==> config.mk <==
export PLATFORM = sky130hd
export DESIGN_NAME = cache_refill
export DESIGN_NICKNAME = d
export VERILOG_FILES = /design/src/rtl/cache_refill.sv
export SDC_FILE = /design/constraint.sdc
export NUM_CORES = 1
export LEC_CHECK = 0
export CAP_MARGIN = 20
export CELL_PAD_IN_SITES_DETAIL_PLACEMENT = 0
export CELL_PAD_IN_SITES_GLOBAL_PLACEMENT = 1
export CORE_AREA = 4 4 155 157
export CTS_BUF_LIST = sky130_fd_sc_hd__clkbuf_8
export DETAILED_ROUTE_END_ITERATION = 12
export DIE_AREA = 0 0 159 161
export GPL_TIMING_DRIVEN = 0
export PLACE_DENSITY = 0.81
export SLEW_MARGIN = 20
export SYNTH_ARGS = -nofsm -noshare
export SYNTH_HDL_FRONTEND = slang
export SYNTH_SLANG_ARGS = --single-unit
==> constraint.sdc <==
create_clock -name clk -period 2.1 [get_ports clk]
set_input_delay 0.42 -clock clk [delete_from_list [all_inputs] [get_ports clk]]
set_output_delay 0.42 -clock clk [all_outputs]
set_load 0.02 [all_outputs]
==> src/rtl/cache_refill.sv <==
// Miss-handling / refill controller for a 4-set direct-mapped data cache.
// On a miss, stalls the pipeline, reads the 4-word block word by word and strobes it into the cache.
module cache_refill #(
  parameter int DATA_WIDTH = 32,
  parameter int CNT_WIDTH  = 16
) (
  input  logic                  clk,
  input  logic                  rst,
  input  logic                  req,
  input  logic [DATA_WIDTH-1:0] A,
  input  logic                  Hit,
  output logic                  stall,
  output logic                  mem_rd_en,
  output logic [DATA_WIDTH-1:0] mem_addr,
  input  logic [DATA_WIDTH-1:0] mem_rdata,
  input  logic                  mem_rvalid,
  output logic                  fill_en,
  output logic [DATA_WIDTH-1:0] fill_addr,
  output logic [DATA_WIDTH-1:0] d0,
  output logic [DATA_WIDTH-1:0] d1,
  output logic [DATA_WIDTH-1:0] d2,
  output logic [DATA_WIDTH-1:0] d3,
  output logic [CNT_WIDTH-1:0]  miss_count
);

  localparam logic [1:0] IDLE  = 2'd0;
  localparam logic [1:0] ISSUE = 2'd1;
  localparam logic [1:0] WAIT  = 2'd2;
  localparam logic [1:0] FILL  = 2'd3;

  localparam logic [CNT_WIDTH-1:0] CNT_ONE = 1;

  logic [1:0]                       state_q, state_d;
  logic [1:0]                       cnt_q, cnt_d;
  logic [DATA_WIDTH-5:0]            base_q, base_d;
  logic [3:0][DATA_WIDTH-1:0]       word_q, word_d;
  logic [CNT_WIDTH-1:0]             miss_q, miss_d;
  logic                             miss;

  assign miss = (state_q == IDLE) & req & ~Hit;

  always_comb begin
    state_d = state_q;
    cnt_d   = cnt_q;
    base_d  = base_q;
    word_d  = word_q;
    miss_d  = miss_q;
    case (state_q)
      IDLE: begin
        if (miss) begin
          base_d  = A[DATA_WIDTH-1:4];
          cnt_d   = 2'd0;
          if (miss_q != '1) miss_d = miss_q + CNT_ONE;
          state_d = ISSUE;
        end
      end
      ISSUE: state_d = WAIT;
      WAIT: begin
        // rvalid is only honoured here; strays in other states are dropped
        if (mem_rvalid) begin
          word_d[cnt_q] = mem_rdata;
          if (cnt_q == 2'd3) begin
            state_d = FILL;
          end else begin
            cnt_d   = cnt_q + 2'd1;
            state_d = ISSUE;
          end
        end
      end
      FILL:    state_d = IDLE;
      default: state_d = IDLE;
    endcase
  end

  always_ff @(posedge clk) begin
    if (rst) begin
      state_q <= IDLE;
      cnt_q   <= 2'd0;
      base_q  <= '0;
      word_q  <= '0;
      miss_q  <= '0;
    end else begin
      state_q <= state_d;
      cnt_q   <= cnt_d;
      base_q  <= base_d;
      word_q  <= word_d;
      miss_q  <= miss_d;
    end
  end

  // Stall is combinational so the missing access is held in the cycle it misses.
  assign stall      = miss | (state_q != IDLE);
  assign mem_rd_en  = (state_q == ISSUE);
  assign mem_addr   = mem_rd_en ? {base_q, cnt_q, 2'b00} : '0;
  assign fill_en    = (state_q == FILL);
  assign fill_addr  = fill_en ? {base_q, 4'b0000} : '0;
  assign d0         = word_q[0];
  assign d1         = word_q[1];
  assign d2         = word_q[2];
  assign d3         = word_q[3];
  assign miss_count = miss_q;

endmodule
==> results of run 1 <==
[synthesized netlist by cell type (2+ instances only)]
cell,number,area (um2)
and3_1,33,206
o211ai_1,2,15.0
a21oi_1,173,866
nand2b_1,3,18.8
nand4_1,6,37.5
and2_1,31,194
nand2_1,318,1190
clkbuf_1,54,203
buf_4,6,45.0
nand3_1,11,55.1
dfxtp_1,176,3520
nand3b_1,2,15.0
ha_1,5,62.6
o31ai_1,6,45.0
or3_1,8,50.1
nor2b_1,4,25.0
or4_1,5,37.5
nor2_1,4,15.0
o21ai_0,9,45.0
inv_1,4,15.0
and4_1,3,26.3
buf_2,14,70.1
[repair_timing]
item / in CTS / in global routing
buffers inserted: 2 / 1
cloned: 1 / 0
endpoints found under the setup margin: 88 / 134
resized for setup: 201 / 61
pin swaps: 0 / 1
hold buffers: 0 / 0
[flip-flops by register name (all words and copies together) (netlist names)]
signal / count
d2: 32
base_q: 28
state_q: 2
d0: 32
miss_count: 16
d1: 32
d3: 32
cnt_q: 2
[cells by family after synthesis]
kind of cell,count (synthesis)
simple gates,432
compound gates,193
flops,176
buf+inv,78
fa+ha+maj,5
mux,2
other cells,1
[per-stage QoR]
step	setup TNS [ns]	util	power (mW)	std cells	hold WS [ns]
2_1_floorplan	0	-	3.68	892	0.440
3_3_place_gp	-50.32	0.442	3.98	1445	0.442
3_5_place_dp	-54.75	0.442	3.98	1445	0.446
4_1_cts	-0.0183	0.461	6.28	1479	0.324
5_1_grt	-0.131	0.455	6.46	1479	0.365
6_report	0	0.455	6.18	1479	0.367
[final cells by class]
| type | count | share of cell area |
|---|---|---|
| plain buffers | 72 | 0.0358 |
| clock buffers | 17 | 0.0229 |
| flip-flops and latches | 176 | 0.345 |
| inverters | 4 | 0.00147 |
| multi-input cells | 638 | 0.300 |
| well taps | 285 | 0.0348 |
| clock inverters | 15 | 0.0144 |
| repair buffers | 272 | 0.246 |
[worst register-to-register path, cell delays in order (launching register included)]
cell     delay, ns
dfxtp_4       0.39
buf_4         0.14
nor4b_4       0.42
nand3_1       0.26
nor4b_2       0.34
mux2_1        0.34
[routing by layer]
layer  vias up  wire [um]  GRT usage
li1       3513          -          -
met1      3223      11300      0.251
met2       238      12000      0.325
met3        22       1850     0.0595
met4         2        299     0.0434
met5         -         11          0
[cells in the final DEF (no fill, tap or decap), drive strengths merged, types with 2 or more instances in the layout]
| master | instances |
|---|---|
| clkdlybuf4s50 | 204 |
| nor2b | 4 |
| mux2 | 2 |
| and3 | 33 |
| and4 | 3 |
| and2 | 31 |
| dlymetal6s2s | 3 |
| nand3 | 11 |
| o31ai | 6 |
| nor2 | 4 |
| o211ai | 2 |
| nor4b | 2 |
| conb | 6 |
| nand4 | 6 |
| inv | 11 |
| dfxtp | 176 |
| nand2 | 318 |
| clkinv | 7 |
| or4 | 5 |
| nand2b | 3 |
| buf | 53 |
| clkdlybuf4s15 | 10 |
| a21oi | 173 |
| ha | 5 |
| clkbuf | 90 |
| nand3b | 2 |
| o21ai | 9 |
| or3 | 8 |
[power breakdown]
| part | internal [mW] | leakage [nW] | switching (mW) |
|---|---|---|---|
| logic | 0.216 | 2.16 | 0.289 |
| registers | 3.38 | 1.42 | 0.0308 |
| clock network | 0.879 | 0.194 | 1.39 |
[worst max path at each step]
stage,startpoint,end,slack (ns)
2_1_floorplan,miss_count[0],miss_count[1],0.29
3_3_place_gp,state_q[0],mem_addr[3],-0.40
3_5_place_dp,mem_rvalid,d3[7],-0.44
4_1_cts,state_q[1],mem_addr[3],-0.02
5_1_grt,state_q[1],mem_addr[6],-0.07
6_report,state_q[1],mem_addr[6],0.06
==> results.sh, run 1 <==
export IMPL_wl_per_cell_um=17.3
export IMPL_cpPeakStageDelay_ns=0.32
export IMPL_track_usage=0.195
export IMPL_grt_overflow=0
export IMPL_synth_top_family_by_area="simple AND/OR/NAND/NOR gates"
export IMPL_drtPass1Iterations=4
export IMPL_drt_iter0_drc=312
export IMPL_cts_sinks=176
export IMPL_syn_area_per_cell_um2=7.76
export IMPL_ff_latch_area_um2=3530
export IMPL_grt_pass1_vias=6850
export IMPL_p_leak_nw=3.77
export IMPL_power_per_cell_area_nw_per_um2=603
export IMPL_nNetsFinal=1255
export IMPL_clk_pin_slew_ns=0.11
export IMPL_synthCells=887
export IMPL_core_rowCount=55
export IMPL_grt_setup_unrepaired="true"
export IMPL_path_class="reg2out"
export IMPL_cp_max_fo=10
export IMPL_synthFlopType="dfxtp_1"
export IMPL_ant_nets=0
export IMPL_design_area_um2=10200
export IMPL_grt_pass1_wl_um=39800
export IMPL_dieArea_um2=25600
export IMPL_synthXorXnorAreaFrac=0
export IMPL_cts_tree="built"
export IMPL_reg2reg_slack_ns=0.11
export IMPL_grt_max_degree=19
export IMPL_clock_tree_root_cell="clkbuf_8"
export IMPL_path_cells="buf_6 > nor2b_4 > clkbuf_8 > and2_1 > clkdlybuf4s15_2"
export IMPL_fin_ws_ns=0.0584
export IMPL_worst_path_buf_inv=3
export IMPL_synth_mux_area_frac=0.00327
export IMPL_finalMaxSlewViolations=0
export IMPL_numCtsBuffers=17
export IMPL_timing_final_hold_violations=0
export IMPL_clockBufferDepth=2
export IMPL_syn_area_um2=6880
export IMPL_placed_area_um2=9940
export IMPL_hold_path_depth=3
export IMPL_period_share=0.972
export IMPL_setup_viol=0
export IMPL_critPathSlowestCell="dfxtp_1"
export IMPL_place_hpwl_um=19300
export IMPL_initial_utilization=0.306
export IMPL_drive_above_1_share=0.115
export IMPL_viasPerCell=4.73
export IMPL_cp_depth=5
export IMPL_hold_class="in2reg"
export IMPL_r2r_start="state_q[0]"
export IMPL_path_delay_family="buffers and inverters"
export IMPL_fmax_mhz=490
export IMPL_worst_ir_drop_vdd_uv=285
export IMPL_synth_simple_gate_area_frac=0.282
export IMPL_outcome="finished clean"
export IMPL_pre_cts_slack_ns=-0.442
export IMPL_via_count=6998
export IMPL_synth_distinct_cells=32
export IMPL_synthArstFlopShare=0
export IMPL_gp_congestion=0.826
export IMPL_arrival_ns=1.62
export IMPL_grt_antenna_before_repair=1
export IMPL_ys_ff_latch=176
export IMPL_portBuffers=268
export IMPL_reg2reg_depth=5
export IMPL_drc=0
export IMPL_antenna_cells=0
export IMPL_n_fill_cell=2287
export IMPL_hp_start="rst"
export IMPL_cap_violations=0
export IMPL_period_needed_ns=2.04
export IMPL_coreArea_um2=22500
export IMPL_syn2layout_area_growth_pct=48.7
export IMPL_io_pins=280
export IMPL_h_tree_depth=4
export IMPL_yosysWarnings=0
export IMPL_synth_seq_area_share=0.512
export IMPL_multi_input_area_um2=3070
export IMPL_wirelength_um=25500
export IMPL_worstMarginPinSlew_ns=0.810
export IMPL_fin_skew_ns=0.0208
export IMPL_clk_latency_ns=0.45
export IMPL_fp_dieH_um=161
export IMPL_critPathLaunchType="flop"
export IMPL_cp_required_ns=1.68
export IMPL_endpoint_kind="output pin"
export IMPL_synth_edf_count=0
export IMPL_slew_headroom=0.460
export IMPL_synth_compound_area_share=0.145
export IMPL_regToRegEndpoint="miss_count[11]"
export IMPL_die_w_um=159
export IMPL_whs_endpoint="miss_count[11]"
export IMPL_synth_fa_ha_area_frac=0.00909
No activity file was read; power rests on OpenSTA's default activity.
==> run 2: changes to the inputs <==
Settings changed: CORE_AREA 4 4 155 157 to 4 4 157 159, CTS_BUF_LIST sky130_fd_sc_hd__clkbuf_8 to default, DIE_AREA 0 0 159 161 to 0 0 161 163, PLACE_DENSITY 0.81 to 0.8.
==> results.sh, run 2 (synthesis gave the netlist of run 1 again) <==
export IMPL_outcome="finished clean"
export IMPL_setup_viol=0
export IMPL_fin_ws_ns=0.0281
export IMPL_ant_nets=0
export IMPL_critPathLaunchType="flop"
export IMPL_grt_setup_unrepaired="true"
export IMPL_die_w_um=161
export IMPL_core_rowCount=56
export IMPL_drt_iter0_drc=294
export IMPL_power_per_cell_area_nw_per_um2=689
export IMPL_hold_class="in2reg"
export IMPL_worst_ir_drop_vdd_uv=525
export IMPL_clock_tree_root_cell="clkbuf_16"
export IMPL_grt_pass1_wl_um=39600
export IMPL_path_class="reg2out"
export IMPL_clockBufferDepth=2
export IMPL_grt_max_degree=17
export IMPL_reg2reg_depth=6
export IMPL_design_area_um2=10700
export IMPL_grt_overflow=0
export IMPL_fin_skew_ns=0.00775
export IMPL_p_leak_nw=3.95
export IMPL_nNetsFinal=1262
export IMPL_worstMarginPinSlew_ns=0.777
export IMPL_h_tree_depth=4
export IMPL_wl_per_cell_um=17.0
export IMPL_grt_pass1_vias=6674
export IMPL_period_needed_ns=2.07
export IMPL_endpoint_kind="output pin"
export IMPL_clk_latency_ns=0.42
export IMPL_timing_final_hold_violations=0
export IMPL_clk_pin_slew_ns=0.07
export IMPL_dieArea_um2=26200
export IMPL_fmax_mhz=483
export IMPL_fp_dieH_um=163
export IMPL_cts_sinks=176
export IMPL_drive_above_1_share=0.0958
export IMPL_viasPerCell=4.61
export IMPL_portBuffers=268
export IMPL_initial_utilization=0.296
export IMPL_drtPass1Iterations=4
export IMPL_via_count=7009
export IMPL_drc=0
export IMPL_cp_max_fo=10
export IMPL_numCtsBuffers=17
export IMPL_wirelength_um=25900
export IMPL_antenna_cells=0
export IMPL_cts_tree="built"
export IMPL_syn2layout_area_growth_pct=55.5
export IMPL_track_usage=0.194
export IMPL_finalMaxSlewViolations=0
export IMPL_final_common_cell="nand2_1"
export IMPL_hold_path_depth=3
export IMPL_grt_antenna_before_repair=0
export IMPL_period_share=0.987
export IMPL_arrival_ns=1.65
export IMPL_gp_congestion=0.835
export IMPL_hold_buffers=0
export IMPL_final_cell_mix="318 x nand2_1, 207 x clkdlybuf4s50_1, 175 x dfxtp_1"
export IMPL_placed_area_um2=9980
export IMPL_place_hpwl_um=19600
export IMPL_coreArea_um2=23300
export IMPL_pre_cts_slack_ns=-0.495
export IMPL_cp_required_ns=1.68
export IMPL_io_pins=280
export IMPL_cap_violations=0
export IMPL_slew_headroom=0.482
==> run 2: per-layer routing <==
metal  wire (um)  global-route usage  vias to the layer above
met4         350              0.0465                        0
met2       12300               0.327                      254
li1            -                   -                     3521
met5           0                   0                        -
met3        2010              0.0663                       23
met1       11200               0.240                     3211
==> run 2: critical path, stage by stage, from the launching register on <==
cell	delay [ns]
dfxtp_1	0.31
buf_6	0.13
nor2b_4	0.18
clkbuf_8	0.21
and2_1	0.14
clkdlybuf4s15_2	0.26
==> run 2: final timing paths <==
kind                                  from        endpoint  slack, ns
worst max-delay path            state_q[1]    mem_addr[24]       0.03
worst min-delay path                   rst  miss_count[11]       0.41
worst max register to register  state_q[1]  miss_count[11]       0.09
worst min register to register      d3[22]          d3[22]       0.45
==> run 2: cell type report <==
class,count,area (um2)
flip-flops and latches,176,3530
clock buffers,18,429
fillers,2392,12600
multi-input cells,638,3070
inverters,4,15.0
well taps,319,399
repair buffers,277,2690
clock inverters,14,204
plain buffers,74,377
==> run 2: where the power goes <==
part | switching, mW | internal, mW
Combinational | 0.293 | 0.225
Clock | 1.43 | 2.02
Sequential | 0.0303 | 3.38
Total | 1.76 | 5.62
==> run 2: what timing repair did <==
action                                  in CTS  in global routing
gates resized for setup                    157                 28
gates cloned                                 0                  0
pin swaps                                    0                  1
endpoints found under the setup margin      61                 83
hold endpoints to repair                     0                  0
setup buffers                                5                  4
==> run 2: stage by stage <==
stage	power [mW]	utilization	hold WS, ns	TNS (ns)	cells
5_1_grt	7.65	0.460	0.423	-0.660	1520
3_5_place_dp	3.98	0.429	0.445	-50.84	1479
6_report	7.38	0.460	0.407	0	1520
4_1_cts	7.47	0.459	0.386	-0.0544	1516
3_3_place_gp	3.98	0.429	0.442	-47.82	1479
2_1_floorplan	3.68	-	0.440	0	892
==> run 3: changes to the inputs <==
Settings changed: CORE_AREA 4 4 157 159 to 4 4 201 125, CTS_CLUSTER_SIZE from default to 25, DIE_AREA 0 0 161 163 to 0 0 205 129.
==> results.sh, run 3 (synthesis gave the netlist of run 1 again) <==
export IMPL_wl_per_cell_um=17.9
export IMPL_coreArea_um2=23000
export IMPL_timing_final_hold_violations=0
export IMPL_numCtsBuffers=17
export IMPL_fp_dieH_um=129
export IMPL_initial_utilization=0.300
export IMPL_p_clk_frac=0.456
export IMPL_period_needed_ns=2.06
export IMPL_critPathLaunchType="flop"
export IMPL_slew_headroom=0.506
export IMPL_fin_skew_ns=0.00897
export IMPL_ant_nets=0
export IMPL_fmax_mhz=486
export IMPL_core_rowCount=43
export IMPL_drtPass1Iterations=5
export IMPL_endpoint_kind="output pin"
export IMPL_grt_pass1_wl_um=40100
export IMPL_via_count=7142
export IMPL_worstMarginPinSlew_ns=0.741
export IMPL_clk_pin_slew_ns=0.07
export IMPL_path_class="reg2out"
export IMPL_antenna_cells=0
export IMPL_p_leak_nw=3.84
export IMPL_clockBufferDepth=2
export IMPL_power_per_cell_area_nw_per_um2=688
export IMPL_swShare=0.242
export IMPL_cts_tree="built"
export IMPL_clk_latency_ns=0.43
export IMPL_comb_power_share=0.070
export IMPL_portBuffers=268
export IMPL_tns_ns=0
export IMPL_wirelength_um=26900
export IMPL_h_tree_depth=4
export IMPL_drive_above_1_share=0.0942
export IMPL_viasPerCell=4.75
export IMPL_nNetsFinal=1251
export IMPL_fin_hold_ws_ns=0.422
export IMPL_outcome="finished clean"
export IMPL_grt_max_degree=17
export IMPL_final_common_cell="nand2_1"
export IMPL_cts_sinks=176
export IMPL_hold_class="in2reg"
export IMPL_cp_required_ns=1.68
export IMPL_drt_iter0_drc=417
export IMPL_die_w_um=205
export IMPL_track_usage=0.197
export IMPL_cp_max_fo=10
export IMPL_grt_overflow=0
export IMPL_drc=0
export IMPL_dieArea_um2=26400
export IMPL_grt_antenna_before_repair=0
export IMPL_grt_pass1_vias=6701
export IMPL_setup_viol=0
export IMPL_finalMaxSlewViolations=0
export IMPL_io_pins=280
export IMPL_place_hpwl_um=20500
export IMPL_cap_violations=0
export IMPL_clock_tree_root_cell="clkbuf_16"
export IMPL_arrival_ns=1.64
export IMPL_worst_ir_drop_vdd_uv=535
export IMPL_power_switching_mw=1.74
export IMPL_syn2layout_area_growth_pct=51.8
export IMPL_power_internal_mw=5.45
export IMPL_period_share=0.980
export IMPL_gp_congestion=0.818
export IMPL_pwr_share_seq=0.474
export IMPL_final_cell_mix="318 x nand2_1, 207 x clkdlybuf4s50_1, 175 x dfxtp_1"
-- run 3: cell count changes in the layout (fill, tap and decap cells not counted), sizes merged --
cell           previous run  this run
buf                      41        50
bufinv                    4         2
clkbuf                   77        81
clkdlybuf4s15            15        11
clkinvlp                  2         1
dlygate4sd2              29        12
inv                       9         8
-- run 3: power by group through the flow --
stage	Clock [mW]	Sequential, mW	Combinational (mW)
global route	3.47	3.41	0.544
CTS	3.35	3.40	0.501
finish	3.28	3.41	0.500
global placement	0	3.48	0.492
floorplan	0	3.49	0.191
detailed placement	0	3.48	0.494
-- run 3: worst paths after layout --
kind	slack, ns	end	cells after the start	start
setup / recovery	0.04	fill_addr[17]	4	state_q[1]
hold / removal	0.42	miss_count[11]	3	rst
setup reg to reg	0.15	d1[20]	8	state_q[1]
hold reg to reg	0.45	d1[5]	2	d1[5]
-- run 3: routing by layer --
layer	GRT usage	routed length, um	up-vias
met5	0	0	-
met4	0.0429	270	0
met3	0.0801	2540	19
met2	0.287	11200	231
met1	0.275	12900	3395
li1	-	-	3497
-- run 3: final cells by class --
class / instances / area (um2)
fill: 2352 / 12500
clock inverter: 10 / 125
timing repair buffer: 270 / 2500
clock buffer: 21 / 470
inverter: 4 / 15.0
buffer: 70 / 352
sequential: 176 / 3530
tap: 315 / 394
multi-input combinational: 638 / 3060
-- run 3: through the flow --
step	power, mW	area (um2)	std cells	util	setup slack, ns
6_report	7.18	10400	1504	0.455	0.0419
5_1_grt	7.42	10400	1504	0.455	-0.00697
3_3_place_gp	3.97	9980	1475	0.434	-0.426
2_1_floorplan	3.68	6900	892	-	0.293
4_1_cts	7.26	10600	1507	0.460	-0.0454
3_5_place_dp	3.98	9980	1475	0.434	-0.457
-- run 3: critical path, stage by stage, from the launching register on --
cell           delay, ns
dfxtp_1             0.34
buf_6               0.16
clkbuf_4            0.20
and3_1              0.16
dlygate4sd2_1       0.34
-- run 3: repair_timing --
item	in CTS	in global routing
setup buffers	1	1
resized for setup	155	61
setup endpoints to repair	63	138
hold buffers	0	0
pin swaps	0	1
